===== config.mk =====
export PLATFORM = sky130hd
export DESIGN_NAME = copad_match_sequencer
export DESIGN_NICKNAME = d
export VERILOG_FILES = /design/src/rtl/copad_match_sequencer.sv
export SDC_FILE = /design/constraint.sdc
export NUM_CORES = 1
export LEC_CHECK = 0
export CORE_AREA = 2 2 360 362
export CTS_CLUSTER_DIAMETER = 200
export DETAILED_ROUTE_END_ITERATION = 6
export DIE_AREA = 0 0 362 364
export GPL_ROUTABILITY_DRIVEN = 0
export HOLD_SLACK_MARGIN = 0.06
export PLACE_DENSITY = 0.41
export SYNTH_ARGS = -nofsm -noshare
export SYNTH_HDL_FRONTEND = slang
export SYNTH_SLANG_ARGS = --single-unit

===== constraint.sdc =====
create_clock -name clock -period 6.55 [get_ports clock]
set_input_delay 1.31 -clock clock [delete_from_list [all_inputs] [get_ports clock]]
set_output_delay 1.31 -clock clock [all_outputs]
set_load 0.005 [all_outputs]

===== src/rtl/copad_match_sequencer.sv =====
// copad_match_sequencer
//
// Sequences one shared 8-window copad best-match encoder over the 16 copad
// candidates of a CLCT request. Two passes (windows 0-7, then 8-15) are merged
// into a single best match, and one result is returned per accepted request.
//
// Ports
//   clock, reset                 40 MHz clock, synchronous active-high reset
//   req_vld[1:0] / req_rdy[1:0]  request handshake, bit n = CLCTn
//   req_pri_n / req_xky_n        16 candidate priorities / GEM x-keys for CLCTn
//   req_cvld_n                   16 candidate valids for CLCTn
//   cfg_max_pri                  largest priority accepted as a match
//   enc_pri_in / enc_xky_in      8 windows driven to the external encoder
//   enc_pri_best/xky_best/win_best  combinational encoder answer
//   res_*                        result strobe and fields (held until next result)
//   cnt_nomatch                  saturating count of results with res_found=0
//
// State table
//   state | meaning
//   IDLE  | waiting for a request, req_rdy shows the arbitration winner
//   PASS0 | encoder looks at captured windows 0-7, partial winner registered
//   PASS1 | encoder looks at captured windows 8-15, merged into partial winner
//   DONE  | res_vld strobe, result fields latched, no-match counter updated

module copad_match_sequencer #(
  parameter int PRIB = 10,
  parameter int XKYB = 10
) (
  input  logic                clock,
  input  logic                reset,
  input  logic [1:0]          req_vld,
  output logic [1:0]          req_rdy,
  input  logic [16*PRIB-1:0]  req_pri_0,
  input  logic [16*PRIB-1:0]  req_pri_1,
  input  logic [16*XKYB-1:0]  req_xky_0,
  input  logic [16*XKYB-1:0]  req_xky_1,
  input  logic [15:0]         req_cvld_0,
  input  logic [15:0]         req_cvld_1,
  input  logic [PRIB-1:0]     cfg_max_pri,
  output logic [8*PRIB-1:0]   enc_pri_in,
  output logic [8*XKYB-1:0]   enc_xky_in,
  input  logic [PRIB-1:0]     enc_pri_best,
  input  logic [XKYB-1:0]     enc_xky_best,
  input  logic [2:0]          enc_win_best,
  output logic                res_vld,
  output logic                res_tag,
  output logic                res_found,
  output logic [3:0]          res_win,
  output logic [PRIB-1:0]     res_pri,
  output logic [XKYB-1:0]     res_xky,
  output logic [15:0]         cnt_nomatch
);

  localparam logic [PRIB-1:0] PRI_NONE = {PRIB{1'b1}};

  typedef enum logic [1:0] {
    S_IDLE  = 2'd0,
    S_PASS0 = 2'd1,
    S_PASS1 = 2'd2,
    S_DONE  = 2'd3
  } state_t;

  state_t              state_q, state_d;
  logic                ptr_q, ptr_d;
  logic                tag_q, tag_d;
  logic [16*PRIB-1:0]  pri_q, pri_d;
  logic [16*XKYB-1:0]  xky_q, xky_d;
  logic [PRIB-1:0]     part_pri_q, part_pri_d;
  logic [XKYB-1:0]     part_xky_q, part_xky_d;
  logic [3:0]          part_win_q, part_win_d;
  logic                hold_tag_q, hold_tag_d;
  logic                hold_found_q, hold_found_d;
  logic [3:0]          hold_win_q, hold_win_d;
  logic [PRIB-1:0]     hold_pri_q, hold_pri_d;
  logic [XKYB-1:0]     hold_xky_q, hold_xky_d;
  logic [15:0]         cnt_nomatch_q, cnt_nomatch_d;

  logic [1:0]          grant;
  logic                found_live;
  logic                in_done;
  logic [16*PRIB-1:0]  sel_pri;
  logic [16*XKYB-1:0]  sel_xky;
  logic [15:0]         sel_cvld;

  // Round-robin: on a tie the requester not served last wins.
  always_comb begin
    grant = 2'b00;
    case (req_vld)
      2'b01:   grant = 2'b01;
      2'b10:   grant = 2'b10;
      2'b11:   grant = ptr_q ? 2'b01 : 2'b10;
      default: grant = 2'b00;
    endcase
  end

  assign sel_pri  = grant[1] ? req_pri_1  : req_pri_0;
  assign sel_xky  = grant[1] ? req_xky_1  : req_xky_0;
  assign sel_cvld = grant[1] ? req_cvld_1 : req_cvld_0;

  assign found_live = (part_pri_q != PRI_NONE) && (part_pri_q <= cfg_max_pri);
  assign in_done    = (state_q == S_DONE);

  always_comb begin
    state_d       = state_q;
    ptr_d         = ptr_q;
    tag_d         = tag_q;
    pri_d         = pri_q;
    xky_d         = xky_q;
    part_pri_d    = part_pri_q;
    part_xky_d    = part_xky_q;
    part_win_d    = part_win_q;
    hold_tag_d    = hold_tag_q;
    hold_found_d  = hold_found_q;
    hold_win_d    = hold_win_q;
    hold_pri_d    = hold_pri_q;
    hold_xky_d    = hold_xky_q;
    cnt_nomatch_d = cnt_nomatch_q;
    req_rdy       = 2'b00;
    enc_pri_in    = {8*PRIB{1'b1}};
    enc_xky_in    = '0;
    res_vld       = 1'b0;

    case (state_q)
      S_IDLE: begin
        // Suppressed during reset so no handshake is seen while being cleared.
        req_rdy = reset ? 2'b00 : grant;
        if (grant != 2'b00) begin
          state_d = S_PASS0;
          ptr_d   = grant[1];
          tag_d   = grant[1];
          xky_d   = sel_xky;
          // Invalid candidates are turned into "no candidate" so the encoder
          // never has to look at the valid bits.
          for (int k = 0; k < 16; k++) begin
            pri_d[k*PRIB +: PRIB] = sel_cvld[k] ? sel_pri[k*PRIB +: PRIB] : PRI_NONE;
          end
        end
      end
      S_PASS0: begin
        enc_pri_in = pri_q[0 +: 8*PRIB];
        enc_xky_in = xky_q[0 +: 8*XKYB];
        part_pri_d = enc_pri_best;
        part_xky_d = enc_xky_best;
        part_win_d = {1'b0, enc_win_best};
        state_d    = S_PASS1;
      end
      S_PASS1: begin
        enc_pri_in = pri_q[8*PRIB +: 8*PRIB];
        enc_xky_in = xky_q[8*XKYB +: 8*XKYB];
        // Strictly-less keeps the lower window on a cross-pass tie.
        if (enc_pri_best < part_pri_q) begin
          part_pri_d = enc_pri_best;
          part_xky_d = enc_xky_best;
          part_win_d = {1'b1, enc_win_best};
        end
        state_d = S_DONE;
      end
      S_DONE: begin
        res_vld      = 1'b1;
        hold_tag_d   = tag_q;
        hold_found_d = found_live;
        hold_win_d   = part_win_q;
        hold_pri_d   = part_pri_q;
        hold_xky_d   = part_xky_q;
        if (!found_live && (cnt_nomatch_q != 16'hFFFF)) begin
          cnt_nomatch_d = cnt_nomatch_q + 16'd1;
        end
        state_d = S_IDLE;
      end
      default: state_d = S_IDLE;
    endcase
  end

  // The result is presented live during DONE and held from the latched copy
  // afterwards, so the partial registers are free for the next request.
  assign res_tag     = in_done ? tag_q      : hold_tag_q;
  assign res_found   = in_done ? found_live : hold_found_q;
  assign res_win     = in_done ? part_win_q : hold_win_q;
  assign res_pri     = in_done ? part_pri_q : hold_pri_q;
  assign res_xky     = in_done ? part_xky_q : hold_xky_q;
  assign cnt_nomatch = cnt_nomatch_q;

  always_ff @(posedge clock) begin
    if (reset) begin
      state_q       <= S_IDLE;
      ptr_q         <= 1'b1;
      tag_q         <= 1'b0;
      pri_q         <= {16*PRIB{1'b1}};
      xky_q         <= '0;
      part_pri_q    <= PRI_NONE;
      part_xky_q    <= '0;
      part_win_q    <= '0;
      hold_tag_q    <= 1'b0;
      hold_found_q  <= 1'b0;
      hold_win_q    <= '0;
      hold_pri_q    <= '0;
      hold_xky_q    <= '0;
      cnt_nomatch_q <= '0;
    end else begin
      state_q       <= state_d;
      ptr_q         <= ptr_d;
      tag_q         <= tag_d;
      pri_q         <= pri_d;
      xky_q         <= xky_d;
      part_pri_q    <= part_pri_d;
      part_xky_q    <= part_xky_d;
      part_win_q    <= part_win_d;
      hold_tag_q    <= hold_tag_d;
      hold_found_q  <= hold_found_d;
      hold_win_q    <= hold_win_d;
      hold_pri_q    <= hold_pri_d;
      hold_xky_q    <= hold_xky_d;
      cnt_nomatch_q <= cnt_nomatch_d;
    end
  end

endmodule


==> out/results.tsv, run 1 <==
stage	metric	value	unit
sta	fin_crit	5.52	ns
synthesis	ys.warnings.count	0	
cts	cts.sinks	390	
placed_design	pre_cts_ws	1.06	ns
sta	hold_slack	0.453	ns
synthesis	synthCells	2722	
routing	wl_per_cell	22.6	um
pwr	vdd_drop_max	0.213	mV
floorplanning	start_util	0.154	
routing	drt-initial-drc-count	1307	
sta	clock-skew-final	0.0142	ns
routing	ant_nets	0	
synthesis	synth_edf_count	0	
flow_run	drv_cap	0	
sta	slew_headroom	0.115	
cts	numCtsBuffers	54	
global_route	overflow	0	
routing	via_count	22643	
synthesis	avgSynthCellArea	7.25	sq um
cts	insertion_delay	0.63	ns
sta	timing.fmax	181	MHz
worst_setup_path	worstPathMaxFanout	18	
sta	fin_ws	1.03	ns
synthesis	ys_ff_latch	390	
floorplanning	row_count	132	
global_route	grt_pass1_vias	22367	
synthesis	netlist_area	19700	sq um
floorplanning	dieArea	132000	sq um
synthesis	async_flop_share	0	
placed_design	port_buffers	913	
sta	report.final.slew_viol_count	0	
cts	h-tree-depth	2	
placed_design	post-dp-hpwl	87300	um
placed_design	place_area	30600	sq um
floorplanning	core_area	128000	sq um
floorplanning	chipHeight	364	um
pwr	powerDensity	376	nW/um^2
global_route	grt_pass1_wl	164000	um
synthesis	yosys.area.top_type	dfxtp_1	
cts	cts_tree	yes	
worst_setup_path	crit_type	primary input to output port	
global_route	grt_usage	0.171	
finish	final_core_util	0.252	
synthesis	ys_seq_area_frac	0.395	
floorplanning	ios	914	
routing	dr.pass1.iters	5	
sta	hold_viol_final	0	
pwr	p_leak	12.5	nW
global_route	grt_max_degree	171	
finish	fin_nets	4224	
floorplanning	die_w	362	um
routing	drt_wl_total	118000	um
finish	area_growth	63.9	%
worst_setup_path	required	5.24	ns
sta	post-route-period-util	0.842	
global_route	antenna_found_initial	59	
routing	viasPerCell	4.33	
cts	cts_post_setup_buffers_inserted	0	
worst_setup_path	cp-start-kind	primary input	
finish	drive_gt1_frac	0.0473	
synthesis	yosys-top-cells-count	nand2_1 (779), dfxtp_1 (390), nor2_1 (347)	
outcome	status	finished clean	
cts	post_cts_resized	0	
sta	rsz0062_at_grt	false	
finish	final_area	32400	sq um
routing	drcViolationCount	0	
synthesis	synthTopCellsByArea	dfxtp_1 (40%), nand2_1 (15%), a311oi_1 (7.1%), nor2_1 (6.6%), a22oi_1 (6.1%)	
cts	clkTransAtPathRegs	0.05	ns
sta	worst_pin_slew	1.33	ns
synthesis	synth-main-ff-cell	dfxtp_1	
synthesis	syn_nets	3455	
synthesis	synth_top_area_frac	0.395	
sta	final-setup-viol-count	0	
worst_setup_path	crit_path_end_kind	output port	
synthesis	synth_most_common_cell	nand2_1	
cts	root_buffer	clkbuf_16	
cts	cts.path.max_buffers	3	
worst_hold_path	worstHoldPathType	flip-flop to flip-flop	
synthesis	synthDistinctLibCells	52	
sta	tns	0	ns
worst_setup_path	worstPathArrival	4.21	ns
cts	cts_hold_buffers	0	
area by class of cell:
cell class | count | area [sq um]
fillers | 14236 | 96000
clock buffers | 80 | 1550
repair buffers | 948 | 9540
clock inverters | 13 | 166
multi-input cells | 2070 | 11000
flip-flops and latches | 390 | 7810
inverters | 27 | 106
diodes | 31 | 77.6
well taps | 1675 | 2100
sequential cells by signal (all words and copies together) (netlist names):
name          count
part_xky_q       10
ptr_q             1
hold_xky_q       10
hold_found_q      1
hold_pri_q       10
tag_q             1
part_pri_q       10
pri_q           160
xky_q           160
part_win_q        4
hold_tag_q        1
state_q           2
hold_win_q        4
cnt_nomatch      16
placed cells by master (no fill, tap or decap), types with 4 or more instances in the layout:
master	n
and2_1	28
a21o_1	5
clkbuf_1	16
nand3_1	7
buf_4	24
nand2_1	778
clkbuf_8	10
clkinv_2	5
o21ai_0	171
clkbuf_16	54
nor2_1	347
clkdlybuf4s50_1	912
o211ai_1	12
mux2_2	28
diode_2	31
ha_1	21
a21oi_1	30
mux2i_1	14
buf_12	11
a311oi_1	161
inv_1	26
dfxtp_1	390
and3_1	165
nand4_1	8
a22oi_1	160
or3_1	4
nor2b_1	85
layer usage:
layer | up-vias | track usage | share of wire
li1 | 10941 | - | -
met1 | 10632 | 0.214 | 0.43
met2 | 852 | 0.268 | 0.45
met3 | 182 | 0.0580 | 0.084
met4 | 36 | 0.0688 | 0.032
met5 | - | 0 | 0.0020
power by group:
part           internal, mW  switching (mW)
sequential             2.97           0.440
combinational          2.57            3.25
clock                  1.74            1.21
total                  7.28            4.90
critical path, cell delays in order:
cell             delay [ns]
clkdlybuf4s50_1        0.46
inv_1                  0.05
ha_1                   0.30
a21o_1                 0.17
a21o_1                 0.17
a211o_2                0.38
nor2_2                 0.47
nor2_1                 0.15
nor2_1                 0.21
clkdlybuf4s50_1        0.53
path summary, 6_finish.rpt:
check | start | endpoint | slack, ns | cells past startpoint
worst min register to register | part_win_q[3] | part_win_q[3] | 0.45 | 2
worst max-delay path | cfg_max_pri[7] | res_found | 1.03 | 10
worst max register to register | ptr_q | pri_q[138] | 3.46 | 7
worst min-delay path | part_win_q[3] | part_win_q[3] | 0.45 | 2
logic make-up (layout without fill, tap and decap cells):
family                     count (synthesis)  in the layout  share of synthesized area
xor gates and xnor gates                   2              2                   0.000887
AOI/OAI and AO/OA                        558            558                      0.198
adders and majority gates                 24             24                     0.0152
muxes                                     42             42                     0.0231
buffers and inverters                    262           1068                     0.0510
DFF                                      390            390                      0.395
other                                      0             31                          0
and+or+nand+nor                         1444           1444                      0.317
stage by stage:
| step | power [mW] | cells |
|---|---|---|
| finish | 12.2 | 5234 |
| global route | 13.0 | 5229 |
| CTS | 12.4 | 5203 |
| detailed placement | 9.36 | 5110 |
| global placement | 9.37 | 5110 |
| floorplan | 6.14 | 2722 |
(Power assumes the default switching activity.)
==> run 2, diff against run 1 <==
- CORE_AREA: 2 2 360 362 -> 2 2 351 353
- DIE_AREA: 0 0 362 364 -> 0 0 353 355
- PLACE_DENSITY: 0.41 -> 0.43
- clock period: 6.55 -> 5.6 ns (I/O delays scaled with it)
==> run 2 against run 1 <==
Compared with the run above: core utilization is 1.5 points higher; flip-flop and latch count is the same; global-route usage increased by 0.068 points; register-to-register slack worse by 0.90 ns; sequential power is 17% higher; die area fell by 4.9%; critical path type unchanged; largest cell class unchanged; largest power group unchanged; highest routed layer unchanged.
==> out/results.tsv, run 2 (same netlist as run 1, synthesis figures left out) <==
stage	metric	value	unit	change
outcome	status	finished clean		
pwr	pwr-share-comb	0.482		+0.004
finish	fin_nets	4243		+0.45%
worst_setup_path	required	4.48	ns	-0.76 ns
finish	fill_cells	13539		-4.9%
pwr	p_seq_frac	0.278		-0.002
pwr	netSwitchingPower	5.70	mW	+16%
worst_setup_path	r2r-end	part_pri_q[7]		
worst_setup_path	rr_worst_depth	9		+2
placed_design	port_buffers	913		unchanged
cts	cts.sinks	390		unchanged
worst_hold_path	worstHoldPathType	flip-flop to flip-flop		
sta	post-route-period-util	0.823		
global_route	overflow	0		unchanged
floorplanning	core_area	121000	sq um	-5.4%
global_route	grt_usage	0.171		+0.000678
routing	wl_per_cell	21.9	um	-3.2%
sta	rsz0062_at_grt	false		
pwr	p_leak	12.6	nW	+0.77%
finish	area_growth	64.3	%	
worst_setup_path	worstReg2RegStart	state_q[1]		
finish	finalNonFillerCells	5190		-0.84%
cts	cts_post_setup_buffers_inserted	0		unchanged
sta	worst_pin_slew	1.37	ns	+0.0394 ns
worst_hold_path	worstHoldPathCells	2		unchanged
placed_design	place_area	30700	sq um	+0.40%
placed_design	pre_cts_ws	0.974	ns	-0.0815 ns
sta	hold_slack	0.455	ns	+0.00176 ns
global_route	grt_pass1_vias	22334		-0.15%
pwr	p_total	14.3	mW	+18%
cts	cts.path.max_buffers	3		unchanged
finish	final_area	32400	sq um	+0.26%
finish	final_cell_mix	clkdlybuf4s50_1 (912), nand2_1 (778), dfxtp_1 (390), nor2_1 (347), o21ai_0 (171)		
sta	report.final.slew_viol_count	0		unchanged
sta	final-setup-viol-count	0		unchanged
routing	via_count	22707		+0.28%
cts	numCtsBuffers	53		-1.9%
sta	timing.fmax	217	MHz	
routing	ant_nets	0		unchanged
worst_setup_path	reg2reg_slack	2.56	ns	-0.90 ns
worst_setup_path	crit_path_start	cfg_max_pri[7]		
routing	viasPerCell	4.38		+1.1%
finish	drive_gt1_frac	0.0527		+0.00536
routing	dr.pass1.iters	7		+2
worst_hold_path	holdPathEnd	part_win_q[3]		
sta	tns	0	ns	unchanged
floorplanning	chipHeight	355	um	-2.5%
cts	cts_hold_buffers	0		unchanged
cts	insertion_delay	0.64	ns	about the same
floorplanning	die_w	353	um	-2.5%
cts	cts_tree	yes		
cts	post_cts_resized	0		unchanged
worst_setup_path	cp_slowest_cell	clkdlybuf4s50_1		
flow_run	drv_cap	0		unchanged
finish	final_common_cell	clkdlybuf4s50_1		
pwr	p_clk_frac	0.240		-0.002
pwr	vdd_drop_max	0.242	mV	+14%
worst_hold_path	worstHoldStart	part_win_q[3]		
cts	clkTransAtPathRegs	0.05	ns	about the same
sta	fin_ws	0.992	ns	-0.0414 ns
pwr	p_sw_frac	0.398		-0.00457
routing	drt_wl_total	114000	um	-4.0%
sta	hold_viol_final	0		unchanged
worst_setup_path	crit_type	primary input to output port		
cts	root_buffer	clkbuf_16		
worst_setup_path	worstPathMaxFanout	4		-14
worst_setup_path	crit_chain	clkdlybuf4s50_1 > inv_1 > ha_1 > a21o_1 > a21o_1 > a211o_2 > nor2_2 > nor2_1 > nor2_1 > clkdlybuf4s50_1		
worst_setup_path	slowest_delay	0.52	ns	about the same
worst_setup_path	worstPathArrival	3.49	ns	-0.72 ns
pwr	powerDensity	442	nW/um^2	+17%
global_route	grt_max_degree	174		+1.8%
sta	slew_headroom	0.0884		-0.0263
floorplanning	start_util	0.163		+0.00879
worst_setup_path	crit_path_end_kind	output port		
finish	final_core_util	0.267		+0.0151
floorplanning	ios	914		unchanged
floorplanning	dieArea	125000	sq um	-4.9%
placed_design	dp.cells	5080		-0.59%
routing	drt-initial-drc-count	1537		+18%
routing	drcViolationCount	0		unchanged
global_route	grt_pass1_wl	160000	um	-2.4%
sta	fin_crit	4.61	ns	
placed_design	post-dp-hpwl	84700	um	-3.0%
pwr	intPower	8.63	mW	+19%
sta	clock-skew-final	0.0400	ns	+0.0258 ns
cts	h-tree-depth	2		unchanged
worst_setup_path	cp-start-kind	primary input		
floorplanning	row_count	128		-3.0%
global_route	antenna_found_initial	28		-53%
## run 2: changes by cell type in the layout (fill, tap and decap cells not counted), sizes merged
cell / change
buf: +20
bufinv: +1
clkbuf: -3
clkinv: +1
clkinvlp: +4
diode: -15
inv: -2
## run 2: how the worst max path moves through the flow
stage / end / slack (ns) / depth (start not counted)
after floorplan: res_found / 1.78 / 9
after global placement: res_found / 0.95 / 10
after detailed placement: res_found / 0.97 / 10
after CTS: res_found / 0.96 / 10
after global routing: res_found / 0.86 / 10
final: res_found / 0.99 / 10
## run 2: final cells by class
class	instances	area, sq um	area share
Multi-Input combinational cell	2070	11000	0.339
Sequential cell	390	7810	0.241
Tap cell	1625	2030	0.0627
Clock buffer	77	1510	0.0465
Clock inverter	17	206	0.00636
Antenna cell	16	40.0	0.00123
Timing Repair Buffer	968	9730	0.300
Inverter	27	106	0.00328
## run 2: power groups by stage
stage	combinational (mW)	clock (mW)	sequential [mW]
3_5_place_dp	6.99	0	4.04
5_1_grt	7.55	3.67	4.06
3_3_place_gp	7.01	0	4.03
2_1_floorplan	3.39	0	3.79
4_1_cts	7.03	3.58	3.98
6_report	6.90	3.44	3.99
## run 2: critical path, delay by kind of cell
| kind | cells | cell delay [ns] |
|---|---|---|
| fa+ha+maj | 1 | 0.30 |
| buf+inv | 3 | 1.04 |
| compound gates | 3 | 0.71 |
| simple gates | 3 | 0.32 |
## run 2: metal layers
layer | GRT usage | up-vias | share of wire
li1 | - | 10945 | -
met1 | 0.216 | 10870 | 0.43
met2 | 0.287 | 753 | 0.47
met3 | 0.0456 | 129 | 0.070
met4 | 0.0496 | 10 | 0.024
met5 | 0 | - | 0.00056
==> run 3, diff against run 2 <==
- CORE_AREA: 2 2 351 353 -> 2 2 359 361
- DIE_AREA: 0 0 353 355 -> 0 0 361 363
- clock period: 5.6 -> 3.75 ns (I/O delays scaled with it)
==> run 3 against run 2 <==
Compared with the run above: global-route usage shrank 0.75 points; largest power group unchanged; setup slack got worse by 0.88 ns; via count up 0.46%; clock skew is 0.012 ns lower; routed wire length is 0.65% higher; critical path depth is 1 higher; cell count is 1.8% higher; clock power increased by 58%.
==> out/results.tsv, run 3 (same netlist as run 1, synthesis figures left out) <==
stage	metric	value	unit	change
outcome	status	finished clean		
sta	hold_viol_final	0		unchanged
sta	report.final.slew_viol_count	0		unchanged
floorplanning	row_count	131		+2.3%
global_route	antenna_found_initial	20		-29%
worst_setup_path	crit_path_end_kind	output port		
cts	numCtsBuffers	54		+1.9%
routing	viasPerCell	4.32		-1.3%
worst_setup_path	r2r-end	cnt_nomatch[7]		
sta	post-route-period-util	0.971		
routing	drt-initial-drc-count	1406		-8.5%
worst_setup_path	cp_slowest_cell	clkdlybuf4s50_1		
sta	clock-skew-final	0.0283	ns	-0.0118 ns
worst_setup_path	cp_num_buf_inv	5		+2
worst_hold_path	holdPathEnd	part_win_q[3]		
global_route	grt_pass1_vias	22020		-1.4%
sta	slew_headroom	0.180		+0.0916
cts	cts.sinks	390		unchanged
sta	rsz0062_at_grt	false		
pwr	p_sw_frac	0.394		-0.00369
routing	wl_per_cell	21.6	um	-1.1%
finish	multi_input_area	11000	sq um	+0.17%
sta	fin_crit	3.64	ns	
placed_design	port_buffers	913		unchanged
global_route	grt_max_degree	163		-6.3%
pwr	pwr-share-comb	0.484		+0.002
worst_setup_path	slowest_delay	0.46	ns	-0.06 ns
routing	dr.pass1.iters	5		-2
global_route	overflow	0		unchanged
finish	fin_nets	4295		+1.2%
worst_setup_path	worstReg2RegStart	part_pri_q[6]		
pwr	p_seq_frac	0.271		-0.007
worst_setup_path	worstPathMaxFanout	2		-2
cts	clkTransAtPathRegs	0.06	ns	about the same
pwr	p_clk_frac	0.245		+0.005
pwr	vdd_drop_max	0.392	mV	+62%
worst_setup_path	reg2reg_slack	1.14	ns	-1.42 ns
pwr	intPower	13.4	mW	+55%
sta	fin_ws	0.108	ns	-0.884 ns
floorplanning	die_w	361	um	+2.3%
sta	worst_pin_slew	1.23	ns	-0.137 ns
sta	timing.fmax	275	MHz	
cts	insertion_delay	0.65	ns	about the same
placed_design	dp.cells	5164		+1.7%
finish	final_cell_mix	clkdlybuf4s50_1 (908), nand2_1 (778), dfxtp_1 (388), nor2_1 (346), o21ai_0 (170)		
cts	cts_tree	yes		
global_route	grt_usage	0.164		-0.00753
cts	h-tree-depth	2		unchanged
floorplanning	start_util	0.155		-0.00721
worst_hold_path	worstHoldStart	part_win_q[3]		
routing	via_count	22811		+0.46%
floorplanning	chipHeight	363	um	+2.3%
worst_setup_path	worst_path_dominant_cell_family	buffers and inverters		
floorplanning	dieArea	131000	sq um	+4.6%
cts	root_buffer	clkbuf_16		
global_route	grt_pass1_wl	159000	um	-0.84%
floorplanning	core_area	127000	sq um	+4.6%
worst_setup_path	crit_type	primary input to output port		
sta	final-setup-viol-count	0		unchanged
pwr	p_leak	13.0	nW	+3.4%
pwr	netSwitchingPower	8.73	mW	+53%
pwr	powerDensity	667	nW/um^2	+51%
finish	area_growth	68.1	%	
finish	finalNonFillerCells	5283		+1.8%
finish	fill_cells	14089		+4.1%
worst_hold_path	worstHoldPathCells	2		unchanged
worst_hold_path	worstHoldPathType	flip-flop to flip-flop		
routing	drt_wl_total	114000	um	+0.65%
routing	ant_nets	0		unchanged
placed_design	pre_cts_ws	-0.201	ns	-1.18 ns
worst_setup_path	worstPathArrival	2.89	ns	-0.60 ns
flow_run	drv_cap	0		unchanged
finish	final_common_cell	clkdlybuf4s50_1		
finish	regArea	7810	sq um	about the same
worst_setup_path	crit_chain	clkdlybuf4s50_1 > inv_1 > ha_1 > nand4_1 > buf_4 > buf_4 > a31oi_2 > nor2_2 > nor2_1 > nor2_2 > dlygate4sd2_1		
placed_design	post-dp-hpwl	87600	um	+3.5%
worst_setup_path	cp-start-kind	primary input		
finish	drive_gt1_frac	0.0718		+0.0191
routing	drcViolationCount	0		unchanged
cts	cts.path.max_buffers	3		unchanged
worst_setup_path	required	3.00	ns	-1.48 ns
worst_setup_path	rr_worst_depth	9		unchanged
floorplanning	ios	914		unchanged
[run 3: area by class of cell]
| type | count | share of cell area |
|---|---|---|
| flip-flops and latches | 390 | 0.235 |
| repair buffers | 1019 | 0.310 |
| multi-input cells | 2070 | 0.332 |
| clock inverters | 23 | 0.00826 |
| well taps | 1662 | 0.0626 |
| inverters | 27 | 0.00320 |
| clock buffers | 77 | 0.0476 |
| diodes | 15 | 0.00113 |
[run 3: metrics by stage]
stage | util | total power, mW | hold WS, ns | TNS (ns) | cell area, sq um
2_1_floorplan | - | 10.7 | 0.433 | 0 | 19700
3_3_place_gp | 0.246 | 16.9 | 0.452 | -0.227 | 31200
3_5_place_dp | 0.246 | 16.9 | 0.449 | -0.201 | 31200
4_1_cts | 0.261 | 22.5 | 0.416 | 0 | 33100
5_1_grt | 0.261 | 23.6 | 0.453 | 0 | 33200
6_report | 0.261 | 22.1 | 0.456 | 0 | 33200
[run 3: worst max-delay path by stage]
stage                         startpoint        endpoint  slack, ns  cells past startpoint
after floorplan           cfg_max_pri[7]       res_found       0.67                      9
after global placement    cfg_max_pri[9]       res_found      -0.23                     10
after detailed placement  cfg_max_pri[9]       res_found      -0.20                     10
after CTS                     state_q[0]  enc_xky_in[18]      0.008                      5
after global routing      cfg_max_pri[9]       res_found       0.02                     11
final                     cfg_max_pri[9]       res_found       0.11                     11
[run 3: what timing repair did]
| item | CTS | global route |
|---|---|---|
| setup endpoints to repair | 36 | 9 |
| hold buffers | 0 | 0 |
| buffers inserted | 4 | 0 |
| resized for setup | 6 | 7 |
| pin swaps | 2 | 2 |
[run 3: power groups by stage]
stage	registers [mW]	clock network [mW]	logic, mW
after floorplan	5.66	0	5.06
after global placement	6.06	0	10.8
after detailed placement	6.07	0	10.8
after CTS	5.99	5.62	10.9
after global routing	6.10	5.76	11.7
final	6.00	5.42	10.7
[run 3: tightest hold or removal path: stages, from the launching register on]
cell and delay [ns]:
dfxtp_1 0.31, nand2_1 0.05, a21oi_1 0.05
[run 3: layer usage]
| metal | vias to the layer above | track usage | wire length (um) |
|---|---|---|---|
| li1 | 11057 | - | - |
| met1 | 10839 | 0.207 | 49900 |
| met2 | 765 | 0.272 | 53300 |
| met3 | 136 | 0.0415 | 7830 |
| met4 | 14 | 0.0519 | 3140 |
| met5 | - | 0 | 83 |
